--- config.mk ---
export PLATFORM = sky130hd
export DESIGN_NAME = store_size_unit_flat
export DESIGN_NICKNAME = d
export VERILOG_FILES = /design/src/rtl/store_size_if.sv /design/src/rtl/store_size_unit.sv /design/src/flat_wrapper.sv
export SDC_FILE = /design/constraint.sdc
export NUM_CORES = 1
export LEC_CHECK = 0
export ABC_AREA = 1
export CORE_AREA = 2 2 100 102
export CTS_CLUSTER_DIAMETER = 200
export DETAILED_ROUTE_END_ITERATION = 10
export DIE_AREA = 0 0 102 104
export PLACE_DENSITY = 0.85
export SLEW_MARGIN = 10
export SYNTH_ARGS = -nofsm -noshare
export SYNTH_HDL_FRONTEND = slang
export SYNTH_SLANG_ARGS = --single-unit
--- constraint.sdc ---
create_clock -name clk -period 2.14 [get_ports clk]
set_input_delay 0.642 -clock clk [delete_from_list [all_inputs] [get_ports clk]]
set_output_delay 0.642 -clock clk [all_outputs]
set_load 0.005 [all_outputs]
--- src/rtl/store_size_if.sv ---
// rtl/store_size_if.sv - store path bundle between control/memory side and store_size_unit
interface store_size_if;
    logic        start;
    logic [1:0]  store_size;
    logic [31:0] addr;
    logic [31:0] reg_data;
    logic [31:0] mem_rdata;
    logic [31:0] mem_addr;
    logic [31:0] mem_wdata;
    logic        mem_wr;
    logic        busy;
    logic        done;
    logic        misaligned;

    // control unit and data memory side
    modport master (
        output start, store_size, addr, reg_data, mem_rdata,
        input  mem_addr, mem_wdata, mem_wr, busy, done, misaligned
    );

    // store unit side
    modport slave (
        input  start, store_size, addr, reg_data, mem_rdata,
        output mem_addr, mem_wdata, mem_wr, busy, done, misaligned
    );
endinterface

--- src/rtl/store_size_unit.sv ---
// rtl/store_size_unit.sv - sw/sh/sb store sequencer with read-modify-write; optional STORE_ALIGN_CHECK_EN
module store_size_unit (
    input  logic         clk,
    input  logic         reset,
    store_size_if.slave  bus
);

    typedef enum logic [2:0] {
        S_IDLE  = 3'd0,
        S_READ  = 3'd1,
        S_WAIT  = 3'd2,
        S_WRITE = 3'd3,
        S_DONE  = 3'd4
    } state_t;

    localparam logic [1:0] SZ_WORD = 2'd0;
    localparam logic [1:0] SZ_HALF = 2'd1;
    localparam logic [1:0] SZ_BYTE = 2'd2;

    state_t      state_q, state_d;
    logic [31:0] addr_q;
    logic [1:0]  lane_q;
    logic [1:0]  size_q;
    logic [31:0] data_q;
    logic [31:0] wdata_q;
    logic        misalign_q;

    logic        accept;
    logic        is_sub;
    logic        misalign_req;
    logic [31:0] merge_word;

    assign accept = (state_q == S_IDLE) && bus.start;
    assign is_sub = (bus.store_size == SZ_HALF) || (bus.store_size == SZ_BYTE);

`ifdef STORE_ALIGN_CHECK_EN
    // halfword needs addr[0]=0; word and reserved (treated as word) need addr[1:0]=0
    assign misalign_req = ((bus.store_size == SZ_HALF) && bus.addr[0]) ||
                          (((bus.store_size == SZ_WORD) || (bus.store_size == 2'd3)) &&
                           (bus.addr[1:0] != 2'b00));
`else
    assign misalign_req = 1'b0;
`endif

    // state register
    always_ff @(posedge clk) begin
        if (reset) begin
            state_q <= S_IDLE;
        end else begin
            state_q <= state_d;
        end
    end

    // next-state decode
    always_comb begin
        state_d = state_q;
        case (state_q)
            S_IDLE: begin
                if (bus.start) begin
                    if (misalign_req) begin
                        state_d = S_DONE;
                    end else if (is_sub) begin
                        state_d = S_READ;
                    end else begin
                        state_d = S_WRITE;
                    end
                end
            end
            S_READ:  state_d = S_WAIT;
            S_WAIT:  state_d = S_WRITE;
            S_WRITE: state_d = S_DONE;
            S_DONE:  state_d = S_IDLE;
            default: state_d = S_IDLE;
        endcase
    end

    // lane merge of the latched store value into the word just read back
    always_comb begin
        merge_word = bus.mem_rdata;
        if (size_q == SZ_HALF) begin
            if (lane_q[1]) begin
                merge_word[31:16] = data_q[15:0];
            end else begin
                merge_word[15:0] = data_q[15:0];
            end
        end else begin
            case (lane_q)
                2'd0:    merge_word[7:0]   = data_q[7:0];
                2'd1:    merge_word[15:8]  = data_q[7:0];
                2'd2:    merge_word[23:16] = data_q[7:0];
                default: merge_word[31:24] = data_q[7:0];
            endcase
        end
    end

    // request capture at start; write word is either the raw value or the merged RMW word
    always_ff @(posedge clk) begin
        if (reset) begin
            addr_q     <= 32'd0;
            lane_q     <= 2'd0;
            size_q     <= 2'd0;
            data_q     <= 32'd0;
            wdata_q    <= 32'd0;
            misalign_q <= 1'b0;
        end else if (accept) begin
            addr_q     <= {bus.addr[31:2], 2'b00};
            lane_q     <= bus.addr[1:0];
            size_q     <= bus.store_size;
            data_q     <= bus.reg_data;
            wdata_q    <= bus.reg_data;
            misalign_q <= misalign_req;
        end else if (state_q == S_WAIT) begin
            wdata_q    <= merge_word;
        end
    end

    // outputs decoded from registered state only
    always_comb begin
        bus.mem_addr   = addr_q;
        bus.mem_wdata  = wdata_q;
        bus.mem_wr     = (state_q == S_WRITE);
        bus.busy       = (state_q != S_IDLE);
        bus.done       = (state_q == S_DONE);
        bus.misaligned = (state_q == S_DONE) && misalign_q;
    end

endmodule

--- src/flat_wrapper.sv ---
// flat-port wrapper written by rule: the top's interface ports become plain ports
module store_size_unit_flat 
  (clk, reset, bus_start, bus_store_size, bus_addr, bus_reg_data, bus_mem_rdata, bus_mem_addr, bus_mem_wdata, bus_mem_wr, bus_busy, bus_done, bus_misaligned);
  store_size_if bus_i ();
  input  logic clk;
  input  logic reset;
  input wire logic [$bits(bus_i.start)-1:0] bus_start;
  input wire logic [$bits(bus_i.store_size)-1:0] bus_store_size;
  input wire logic [$bits(bus_i.addr)-1:0] bus_addr;
  input wire logic [$bits(bus_i.reg_data)-1:0] bus_reg_data;
  input wire logic [$bits(bus_i.mem_rdata)-1:0] bus_mem_rdata;
  output wire logic [$bits(bus_i.mem_addr)-1:0] bus_mem_addr;
  output wire logic [$bits(bus_i.mem_wdata)-1:0] bus_mem_wdata;
  output wire logic [$bits(bus_i.mem_wr)-1:0] bus_mem_wr;
  output wire logic [$bits(bus_i.busy)-1:0] bus_busy;
  output wire logic [$bits(bus_i.done)-1:0] bus_done;
  output wire logic [$bits(bus_i.misaligned)-1:0] bus_misaligned;
  assign bus_i.start = bus_start;
  assign bus_i.store_size = bus_store_size;
  assign bus_i.addr = bus_addr;
  assign bus_i.reg_data = bus_reg_data;
  assign bus_i.mem_rdata = bus_mem_rdata;
  assign bus_mem_addr = bus_i.mem_addr;
  assign bus_mem_wdata = bus_i.mem_wdata;
  assign bus_mem_wr = bus_i.mem_wr;
  assign bus_busy = bus_i.busy;
  assign bus_done = bus_i.done;
  assign bus_misaligned = bus_i.misaligned;
  store_size_unit u_core (.clk(clk), .reset(reset), .bus(bus_i));
endmodule
==> impl_results.md, run 1 <==
* Sequential share of power at 42.4%
* Clock period minus worst slack at 2073 ps
* Post-Route WL at 13.81 mm
* Io pins at 169
* DPL Wire Length at 10.04 mm
* Worst Path Required at 1500 ps
* GRT Util Overall at 25.95%
* Crit path kind: reg2out
* Terminus of the critical flop-to-flop path: u_core.bus.mem_wdata[6]
* GRT overflow at 0
* Gpl congestion at 0.9002
* Clk pwr share at 24.6%
* CTS Buffer Depth at 2
* Post-DRT Antenna Nets at 0
* Seq/Total Area, Yosys at 37.77%
* Hold Vio Cnt, Final at 0
* Total number of vias at 5144
* CP max FO at 14
* # setup viols final at 0
* Placed cell area at 6242 um^2
* Worst Skew at 4.984 ps
* Status: finished, final reports clean
* Via/cell ratio at 5.098
* Switching power at 1.492 mW
* Crit. Startpoint: u_core.state_q[1]
* # diodes at 0
* Max-cap violations at 0
* CTS tree: built
* Initial DRT Pass Iterations at 5
* First-pass GRT wire length at 22.51 mm
* Total Neg Setup Slack at 0 ps
* Post-synthesis cell type count at 25
* Main synth FF type: dfxtp_1
* Hold slack at 459.2 ps
* Core box area at 9549 um^2
* Clk_lat worst skew at 360 ps
* Clock-pin slew of the registers on the worst-case setup and hold paths at 90 ps
* Post-route cell area at 6431 um^2
* Crit. End Element: output pin
* Max frequency at 482.4 MHz
* Syn Area/Cell at 6.197 um^2
* Worst slew pin tran at 651.4 ps
* Combinational Power Share at 33.1%
* Most frequent cell after synthesis: nand2_1
* Register-to-Register Path Depth at 9
* Unrepaired setup endpoints after global routing: false
* TritonCTS Buffers at 9
* Worst VDD drop at 0.0003798 V
* Yosys top cell by area: dfxtp_1
* Slack of the worst reg-to-reg path at 500 ps
* Overall Power at 4.398 mW
* Final slew viol count at 0
* Slew margin rel. at 56.57%
* Hold Path Class: reg2reg
* Area Growth Syn to Fin at 42.74%
* Async S/R FF share, synth at 0%
* PwrDens at 683.8 nW/um^2
* Fin crit share at 96.86%
* Critical Path Source Type: flip-flop
* Floorplan row count at 36
* Die X at 102 um
* Detailed Route Iter0 Violations at 322
* Vias in the first global route at 5033
* Clk Tree Root Cell: clkbuf_8
* Arr. time, crit path at 1430 ps
* H-tree depth at 3
* Int Power at 2.906 mW
* Layout cells sized above 1 at 5.365%
* Worst setup endpoint: bus_busy
* Die height at 104 um
* Yosys warning count at 0
* Area contributors post-synth: dfxtp_1, nand2_1, a21oi_1
* Die Area at 10610 um^2
* Pleak at 2.828 nW
* Clock Sinks at 85
* Initial core utilization at 47.18%
* Reg-to-reg startpoint: u_core.state_q[2]
* Post-synth EDFFs at 0
* Commonest cells post-synth: nand2_1, dfxtp_1, a21oi_1
* Netlist Area Pre-Place at 4506 um^2
* Syn Inst Count at 727
* WL/cell at 13.69 um
* Yosys top cell area share at 37.77%
* #FFs+latches synth at 85
* Net Sw Frac at 33.92%
* Initial antenna violation count at 0
* Buffers on Ports at 165
* DRC at 0
* Layout net count at 972
* Largest net degree at the start of global routing at 62
[power by group through the flow]
stage	clock [mW]	sequential [mW]	combinational (mW)
global route	1.15	1.88	1.62
global placement	0	1.89	1.41
detailed placement	0	1.89	1.44
floorplan	0	1.88	0.781
CTS	1.11	1.86	1.45
finish	1.08	1.86	1.46
[critical path, cell delays in order (launching register included)]
cell             delay, ps
dfxtp_4                390
inv_4                   80
nand2_1                100
clkdlybuf4s50_1        510
[area by class of cell]
cell class,count,area (um^2)
tap,133,166.4
sequential,85,1708
fill,863,3118
clock inverter,7,56.30
multi-input combinational,527,2310
inverter,65,246.5
timing repair buffer,183,1821
clock buffer,9,123.9
[what timing repair did]
item	in CTS	in global routing
cloned	0	0
setup buffers	0	0
hold buffers	0	0
resized for setup	3	4
setup endpoints to repair	3	2
[placed cells by master, fill, tap and decap left out, types with 3 or more instances in the layout]
cell / n
a21oi_1: 75
buf_12: 3
buf_4: 15
clkbuf_8: 9
clkdlybuf4s50_1: 162
conb_1: 3
dfxtp_1: 82
inv_1: 60
inv_2: 3
inv_6: 3
nand2_1: 269
nand3_1: 52
nand4_1: 12
nor2_1: 51
o211ai_1: 15
o21ai_0: 41
[layer usage]
| layer | vias to the layer above | part of all wire, % | wire length, um | GRT usage [%] |
|---|---|---|---|---|
| met1 | 2308 | 42 | 5792 | 31.71 |
| li1 | 2591 | - | - | - |
| met4 | 0 | 1.9 | 258 | 10.29 |
| met5 | - | 0 | 0 | 0 |
| met3 | 21 | 10 | 1375 | 7.392 |
| met2 | 224 | 46 | 6382 | 42.62 |
[worst min-delay path by stage]
stage | startpoint | endpoint | cells after the start
after floorplan | u_core.size_q[1] | u_core.size_q[1] | 2
after CTS | u_core.size_q[1] | u_core.size_q[1] | 2
final | u_core.size_q[1] | u_core.size_q[1] | 2
after global routing | u_core.bus.mem_addr[8] | u_core.bus.mem_addr[8] | 2
after detailed placement | u_core.size_q[1] | u_core.size_q[1] | 2
after global placement | u_core.size_q[1] | u_core.size_q[1] | 2
[per-stage QoR]
| step | cells | setup WS, ps | util [%] |
|---|---|---|---|
| 6_report | 1009 | 67.10 | 67.35 |
| 4_1_cts | 1009 | 12.13 | 67.28 |
| 3_5_place_dp | 993 | 44.39 | 65.37 |
| 3_3_place_gp | 993 | 93.79 | 65.37 |
| 2_1_floorplan | 729 | 611.8 | - |
| 5_1_grt | 1009 | 16.23 | 67.35 |
[kinds of logic after synthesis]
group,Yosys count,synth area share [%]
flip-flops,85,37.77
other,1,0.08323
AND/OR/NAND/NOR,390,35.07
AO/OA/AOI/OAI,133,15.75
buffers and inverters,117,11.14
XOR/XNOR,1,0.1944
[state kept, by name, summed over array words and instances (netlist names)]
register	cells
u_core.bus.mem_addr	30
u_core.lane_q	2
u_core.bus.mem_wdata	32
u_core.size_q	2
u_core.state_q	3
u_core.data_q	16
Note: power is estimated with default switching activity, not from simulation.
==> run 2: changes to the inputs <==
--- a/config.mk
+++ b/config.mk
@@ -6,11 +6,11 @@
 export NUM_CORES = 1
 export LEC_CHECK = 0
 export ABC_AREA = 1
-export CORE_AREA = 2 2 100 102
+export CORE_AREA = 2 2 108 110
 export CTS_CLUSTER_DIAMETER = 200
 export DETAILED_ROUTE_END_ITERATION = 10
-export DIE_AREA = 0 0 102 104
-export PLACE_DENSITY = 0.85
+export DIE_AREA = 0 0 110 112
+export DONT_BUFFER_PORTS = 1
 export SLEW_MARGIN = 10
 export SYNTH_ARGS = -nofsm -noshare
 export SYNTH_HDL_FRONTEND = slang
==> run 2 against run 1 <==
Global-route usage fell by 4.5 points. Clock power is 47% higher. Worst setup slack gained 240 ps. Die area is 16% higher. Largest power group unchanged. First-iteration DRC count is 5.6% lower. Register-to-register slack got worse by 40 ps. Non-clock buffer count fell by 171. Sequential share of layout area increased by 8.5 points. Maximum frequency up 13%. Largest cell class unchanged. Sequential cell count did not move.
==> impl_results.md, run 2 (same netlist as run 1, synthesis figures left out) <==
* Worst VDD drop at 0.0005717 V (+51%)
* Hold Path Cell Cnt at 1 (-1)
* # diodes at 0 (unchanged)
* Gpl congestion at 0.8626 (-4.2%)
* Clock Sinks at 85 (unchanged)
* Post-Route WL at 13.15 mm (-4.8%)
* Routed wl met3 at 1.209 mm (-12%)
* Floorplan row count at 39 (+8.3%)
* Post-route cell area at 4860 um^2 (-24%)
* Post-CTS sizing at 0 (-3)
* Pleak at 2.195 nW (-22%)
* Final slew viol count at 0 (unchanged)
* Clock period minus worst slack at 1835 ps (-237.8 ps)
* Die X at 110 um (+7.8%)
* Initial antenna violation count at 0 (unchanged)
* Crit path kind: reg2out
* Worst Skew at 7.810 ps (+2.826 ps)
* Io pins at 169 (unchanged)
* Max-cap violations at 0 (unchanged)
* GRT Util Overall at 21.49% (-4.5 points)
* Most frequent cells in the layout: nand2_1, dfxtp_1, a21oi_1
* Crit. Startpoint: u_core.state_q[2]
* Area Growth Syn to Fin at 7.859%
* Highest routing layer actually used: met4
* # setup viols final at 0 (unchanged)
* # Post-CTS Setup Buffers at 0 (unchanged)
* Placed cell area at 4558 um^2 (-27%)
* Post-DRT Antenna Nets at 0 (unchanged)
* H-tree depth at 3 (unchanged)
* DRC at 0 (unchanged)
* Critical Path Source Type: flip-flop
* CTS tree: built
* Fin crit share at 85.75% (-11 points)
* Die height at 112 um (+7.7%)
* Slew margin rel. at 65.38% (+8.8 points)
* Buffers on Ports at 0 (-100%)
* DRT met1 WL at 5.608 mm (-3.2%)
* Layout cells sized above 1 at 5.390% (+0.025 points)
* Final cell count without fillers at 848 (-16%)
* Reg-to-reg startpoint: u_core.lane_q[1]
* Largest net degree at the start of global routing at 63 (+1.6%)
* Clk_lat worst skew at 340 ps (-20 ps)
* Arr. time, crit path at 1190 ps (-240 ps)
* Core box area at 11170 um^2 (+17%)
* Hold_sp: reset
* Filler Cell Count at 1185 (+37%)
* Terminus of the critical flop-to-flop path: u_core.bus.mem_wdata[17]
* Initial core utilization at 40.32% (-6.9 points)
* Vias in the first global route at 4096 (-19%)
* First-pass GRT wire length at 20.53 mm (-8.8%)
* Crit. End Element: output pin
* Total Neg Setup Slack at 0 ps (unchanged)
* Max frequency at 544.9 MHz (+13%)
* Unrepaired setup endpoints after global routing: false
* DPL Wire Length at 9.218 mm (-8.2%)
* WL/cell at 15.50 um (+13%)
* Slack of the worst reg-to-reg path at 460 ps (-40 ps)
* Hold Vio Cnt, Final at 0 (unchanged)
* Worst Path Required at 1500 ps (about the same)
* CP max FO at 13 (-1)
* Clock-pin slew of the registers on the worst-case setup and hold paths at 70 ps (-20 ps)
* Register-to-Register Path Depth at 7 (-2)
* Worst slew pin tran at 517.4 ps (-134.0 ps)
* TritonCTS Buffers at 9 (unchanged)
* Total number of vias at 4442 (-14%)
* CTS Buffer Depth at 2 (unchanged)
* Max reg flops at 32 (unchanged)
* Commonest non-fill, non-tap cell in the layout: nand2_1
* Hold slack at 362.3 ps (-96.88 ps)
* Hold Path Class: in2reg
* Layout net count at 801 (-18%)
* Initial DRT Pass Iterations at 5 (unchanged)
* Worst setup endpoint: bus_busy
* Met2 WL at 5.909 mm (-7.4%)
* Via/cell ratio at 5.238 (+2.7%)
* Clk Tree Root Cell: clkbuf_16
* GRT overflow at 0 (unchanged)
* Die Area at 12320 um^2 (+16%)
* Cell total after placement at 832 (-16%)
* PwrDens at 910.0 nW/um^2 (+33%)
* Detailed Route Iter0 Violations at 304 (-5.6%)
* Status: finished, final reports clean
* Hold Buf Count CTS at 0 (unchanged)
-- run 2: changes by cell type in the layout (fill, tap and decap cells not counted), moves of 2 or more --
cell / before / now
buf_4: 15 / 10
clkinv_4: 1 / 3
clkbuf_16: 0 / 9
clkbuf_8: 9 / 0
inv_6: 3 / 0
clkinvlp_4: 0 / 2
clkdlybuf4s50_1: 162 / 0
dfxtp_1: 82 / 84
-- run 2: worst min path at each step --
stage                                          to  slack, ps
after floorplan                  u_core.size_q[1]        430
after global placement           u_core.size_q[1]        440
after detailed placement         u_core.size_q[1]        450
after CTS                       u_core.data_q[15]        350
after global routing      u_core.bus.mem_addr[15]        350
final                     u_core.bus.mem_addr[15]        360
-- run 2: worst max-delay path, stage by stage (launching register included) --
cell and delay, ps:
dfxtp_1 350, nor2_4 170, buf_4 200, nand2_1 130
-- run 2: power breakdown --
group / internal (mW) / leakage, nW / switching (mW)
registers: 1.75 / 0.700 / 0.139
clock network: 0.908 / 0.142 / 0.682
logic: 0.322 / 1.35 / 0.617
-- run 2: metrics by stage --
step	power [mW]	setup slack [ps]	util [%]
final	4.422	304.9	43.49
after detailed placement	2.871	433.9	40.79
after global placement	2.843	505.6	40.79
after floorplan	2.661	611.8	-
after global routing	4.680	250.3	43.49
after CTS	4.469	289.4	43.49
-- run 2: cell type report --
cell class | instances | area (um^2) | share of cell area [%]
Tap cell | 143 | 178.9 | 3.682
Multi-Input combinational cell | 527 | 2317 | 47.68
Clock buffer | 9 | 225.2 | 4.634
Timing Repair Buffer | 12 | 115.1 | 2.369
Sequential cell | 85 | 1703 | 35.04
Clock inverter | 7 | 76.32 | 1.571
Inverter | 65 | 244.0 | 5.021
-- run 2: layer usage --
layer | vias to the layer above | GRT usage, %
met3 | 25 | 7.201
met4 | 0 | 9.367
li1 | 2250 | -
met1 | 1993 | 27.75
met2 | 174 | 32.35
met5 | - | 0
==> run 3: changes to the inputs <==
--- a/config.mk
+++ b/config.mk
@@ -11,6 +11,7 @@
 export DETAILED_ROUTE_END_ITERATION = 10
 export DIE_AREA = 0 0 110 112
 export DONT_BUFFER_PORTS = 1
+export SETUP_SLACK_MARGIN = 0.5
 export SLEW_MARGIN = 10
 export SYNTH_ARGS = -nofsm -noshare
 export SYNTH_HDL_FRONTEND = slang
==> run 3 against run 2 <==
Maximum frequency up 8.9%. Sequential share of layout area fell by 0.69 points. Critical path depth fell by 1. Wire length grew 1.2%. Clock skew barely moved. Worst setup slack gained 150 ps. Combinational power increased by 5.5%. Utilization grew 1.1 points. Via count increased by 1.5%. Global-route usage increased by 0.16 points. Final cell count is 0.83% higher.
==> impl_results.md, run 3 (same netlist as run 1, synthesis figures left out) <==
* GRT overflow at 0 (unchanged)
* Combinational Power Share at 22.1% (+0.9 points)
* Layout net count at 808 (+0.87%)
* Hold Vio Cnt, Final at 0 (unchanged)
* Slack of the worst reg-to-reg path at 580 ps (+120 ps)
* # diodes at 0 (unchanged)
* Worst Skew at 7.543 ps (-0.2672 ps)
* Worst slew pin tran at 516.8 ps (-0.5858 ps)
* Floorplan row count at 39 (unchanged)
* Post-DRT Antenna Nets at 0 (unchanged)
* Clk pwr share at 35.5% (-0.5 points)
* Int Power at 3.020 mW (+1.2%)
* Detailed Route Iter0 Violations at 320 (+5.3%)
* Arr. time, crit path at 1040 ps (-150 ps)
* Io pins at 169 (unchanged)
* Worst Path Required at 1500 ps (about the same)
* DPL Wire Length at 9.218 mm (unchanged)
* Slowest cell on crit path: dfxtp_2
* Max-cap violations at 0 (unchanged)
* GRT Util Overall at 21.64% (+0.16 points)
* DRC at 0 (unchanged)
* CP max FO at 4 (-9)
* WL/cell at 15.56 um (+0.34%)
* Die Area at 12320 um^2 (unchanged)
* Net Sw Frac at 32.58% (+0.067 points)
* Clock-pin slew of the registers on the worst-case setup and hold paths at 70 ps (about the same)
* Unrepaired setup endpoints after global routing: true
* Pleak at 2.231 nW (+1.7%)
* Final Util at 44.56% (+1.1 points)
* Hold Path Class: in2reg
* Sequential share of power at 42.4% (-0.4 points)
* Family with the most delay on the worst path: simple AND/OR/NAND/NOR gates
* Largest net degree at the start of global routing at 63 (unchanged)
* Initial antenna violation count at 0 (unchanged)
* Total number of vias at 4507 (+1.5%)
* Slew margin rel. at 65.51% (+0.13 points)
* Register-to-Register Path Depth at 6 (-1)
* Post-Route WL at 13.30 mm (+1.2%)
* # setup viols final at 0 (unchanged)
* Hold_sp: reset
* Clock period minus worst slack at 1685 ps (-150.4 ps)
* Clk_lat worst skew at 340 ps (about the same)
* Crit path kind: reg2out
* Hold Path Cell Cnt at 1 (unchanged)
* Critical Path Source Type: flip-flop
* Final slew viol count at 0 (unchanged)
* Terminus of the critical flop-to-flop path: u_core.bus.mem_wdata[23]
* Switching power at 1.459 mW (+1.5%)
* Buffers on Ports at 0 (unchanged)
* First-pass GRT wire length at 20.71 mm (+0.84%)
* TritonCTS Buffers at 9 (unchanged)
* Commonest non-fill, non-tap cell in the layout: nand2_1
* CP max stage delay at 340 ps (about the same)
* Initial DRT Pass Iterations at 4 (-1)
* Most frequent cells in the layout: nand2_1, dfxtp_1, a21oi_1
* Initial core utilization at 40.32% (unchanged)
* PwrDens at 899.6 nW/um^2 (-1.1%)
* Layout cells sized above 1 at 7.865% (+2.5 points)
* Hold Path Sink: u_core.bus.mem_addr[15]
* Worst VDD drop at 0.0005739 V (+0.39%)
* H-tree depth at 3 (unchanged)
* Clock Sinks at 85 (unchanged)
* Fin crit share at 78.72% (-7.0 points)
* Max frequency at 593.6 MHz (+8.9%)
* Die height at 112 um (unchanged)
* Crit. End Element: output pin
* CTS tree: built
* Status: finished, final reports clean
* Cell Chain, Critical Path: or2_4 -> nor2_4
* Via/cell ratio at 5.271 (+0.63%)
* Vias in the first global route at 4118 (+0.54%)
* Reg-to-reg startpoint: u_core.state_q[1]
* Gpl congestion at 0.8626 (unchanged)
* Max reg flops at 32 (unchanged)
* CP Buf/Inv Count at 0 (-1)
* Area Growth Syn to Fin at 10.52%
* Clk Tree Root Cell: clkbuf_16
* Die X at 110 um (unchanged)
* CTS Buffer Depth at 2 (unchanged)
* Core box area at 11170 um^2 (unchanged)
* Total Neg Setup Slack at 0 ps (unchanged)
==> run 3: cell types whose count changed in the layout (fill, tap and decap cells not counted), sizes merged <==
cell,previous run,this run
inv,64,63
buf,12,19
clkinvlp,2,3
==> run 3: timing repair <==
item / in CTS / in global routing
pin swaps: 1 / 1
hold buffers: 0 / 0
endpoints found under the setup margin: 32 / 40
resized for setup: 9 / 14
setup buffers: 3 / 4
==> run 3: routing by layer <==
metal	global-route usage, %	up-vias	routed length [um]	share of wire [%]
li1	-	2267	-	-
met1	27.96	2050	5645	42
met2	32.64	166	5964	45
met3	7.201	24	1281	9.6
met4	9.367	0	411	3.1
met5	0	-	0	0
==> run 3: how the worst max path moves through the flow <==
stage / from / endpoint / slack, ps / depth (start not counted)
detailed placement: bus_start / u_core.bus.mem_addr[21] / 430 / 5
global placement: bus_start / u_core.bus.mem_addr[20] / 510 / 5
CTS: u_core.state_q[1] / bus_done / 440 / 2
floorplan: u_core.state_q[2] / bus_busy / 610 / 3
finish: u_core.state_q[1] / bus_done / 460 / 2
global route: u_core.state_q[1] / bus_done / 430 / 2
==> run 3: final cells by class <==
cell class,instances,area (um^2)
timing repair buffer,19,178.9
clock buffer,9,225.2
multi-input combinational,527,2355
fill,1172,6195
inverter,65,255.2
sequential,85,1710
clock inverter,7,76.32
tap,143,178.9
==> run 3: power by group through the flow <==
| stage | sequential [mW] | combinational [mW] | clock (mW) |
|---|---|---|---|
| after floorplan | 1.88 | 0.781 | 0 |
| after global placement | 1.93 | 0.916 | 0 |
| after detailed placement | 1.93 | 0.942 | 0 |
| after CTS | 1.90 | 0.964 | 1.63 |
| after global routing | 1.92 | 1.14 | 1.68 |
| final | 1.90 | 0.991 | 1.59 |
==> run 3: metrics by stage <==
stage	power, mW	worst slack (ps)	std cells	hold WS (ps)	area [um^2]
final	4.480	455.3	855	364.4	4980
after global routing	4.739	428.5	855	351.0	4980
after CTS	4.490	443.2	851	350.9	4906
after detailed placement	2.871	433.9	832	451.6	4558
after global placement	2.843	505.6	832	439.7	4558
after floorplan	2.661	611.8	729	429.2	4513
==> run 3: worst register-to-register path, cell delays in order (launching register included) <==
cell and delay, ps:
dfxtp_2 340, inv_2 220, nand3_4 210, buf_4 270, or2_2 300, nand2_1 70, a21oi_1 50
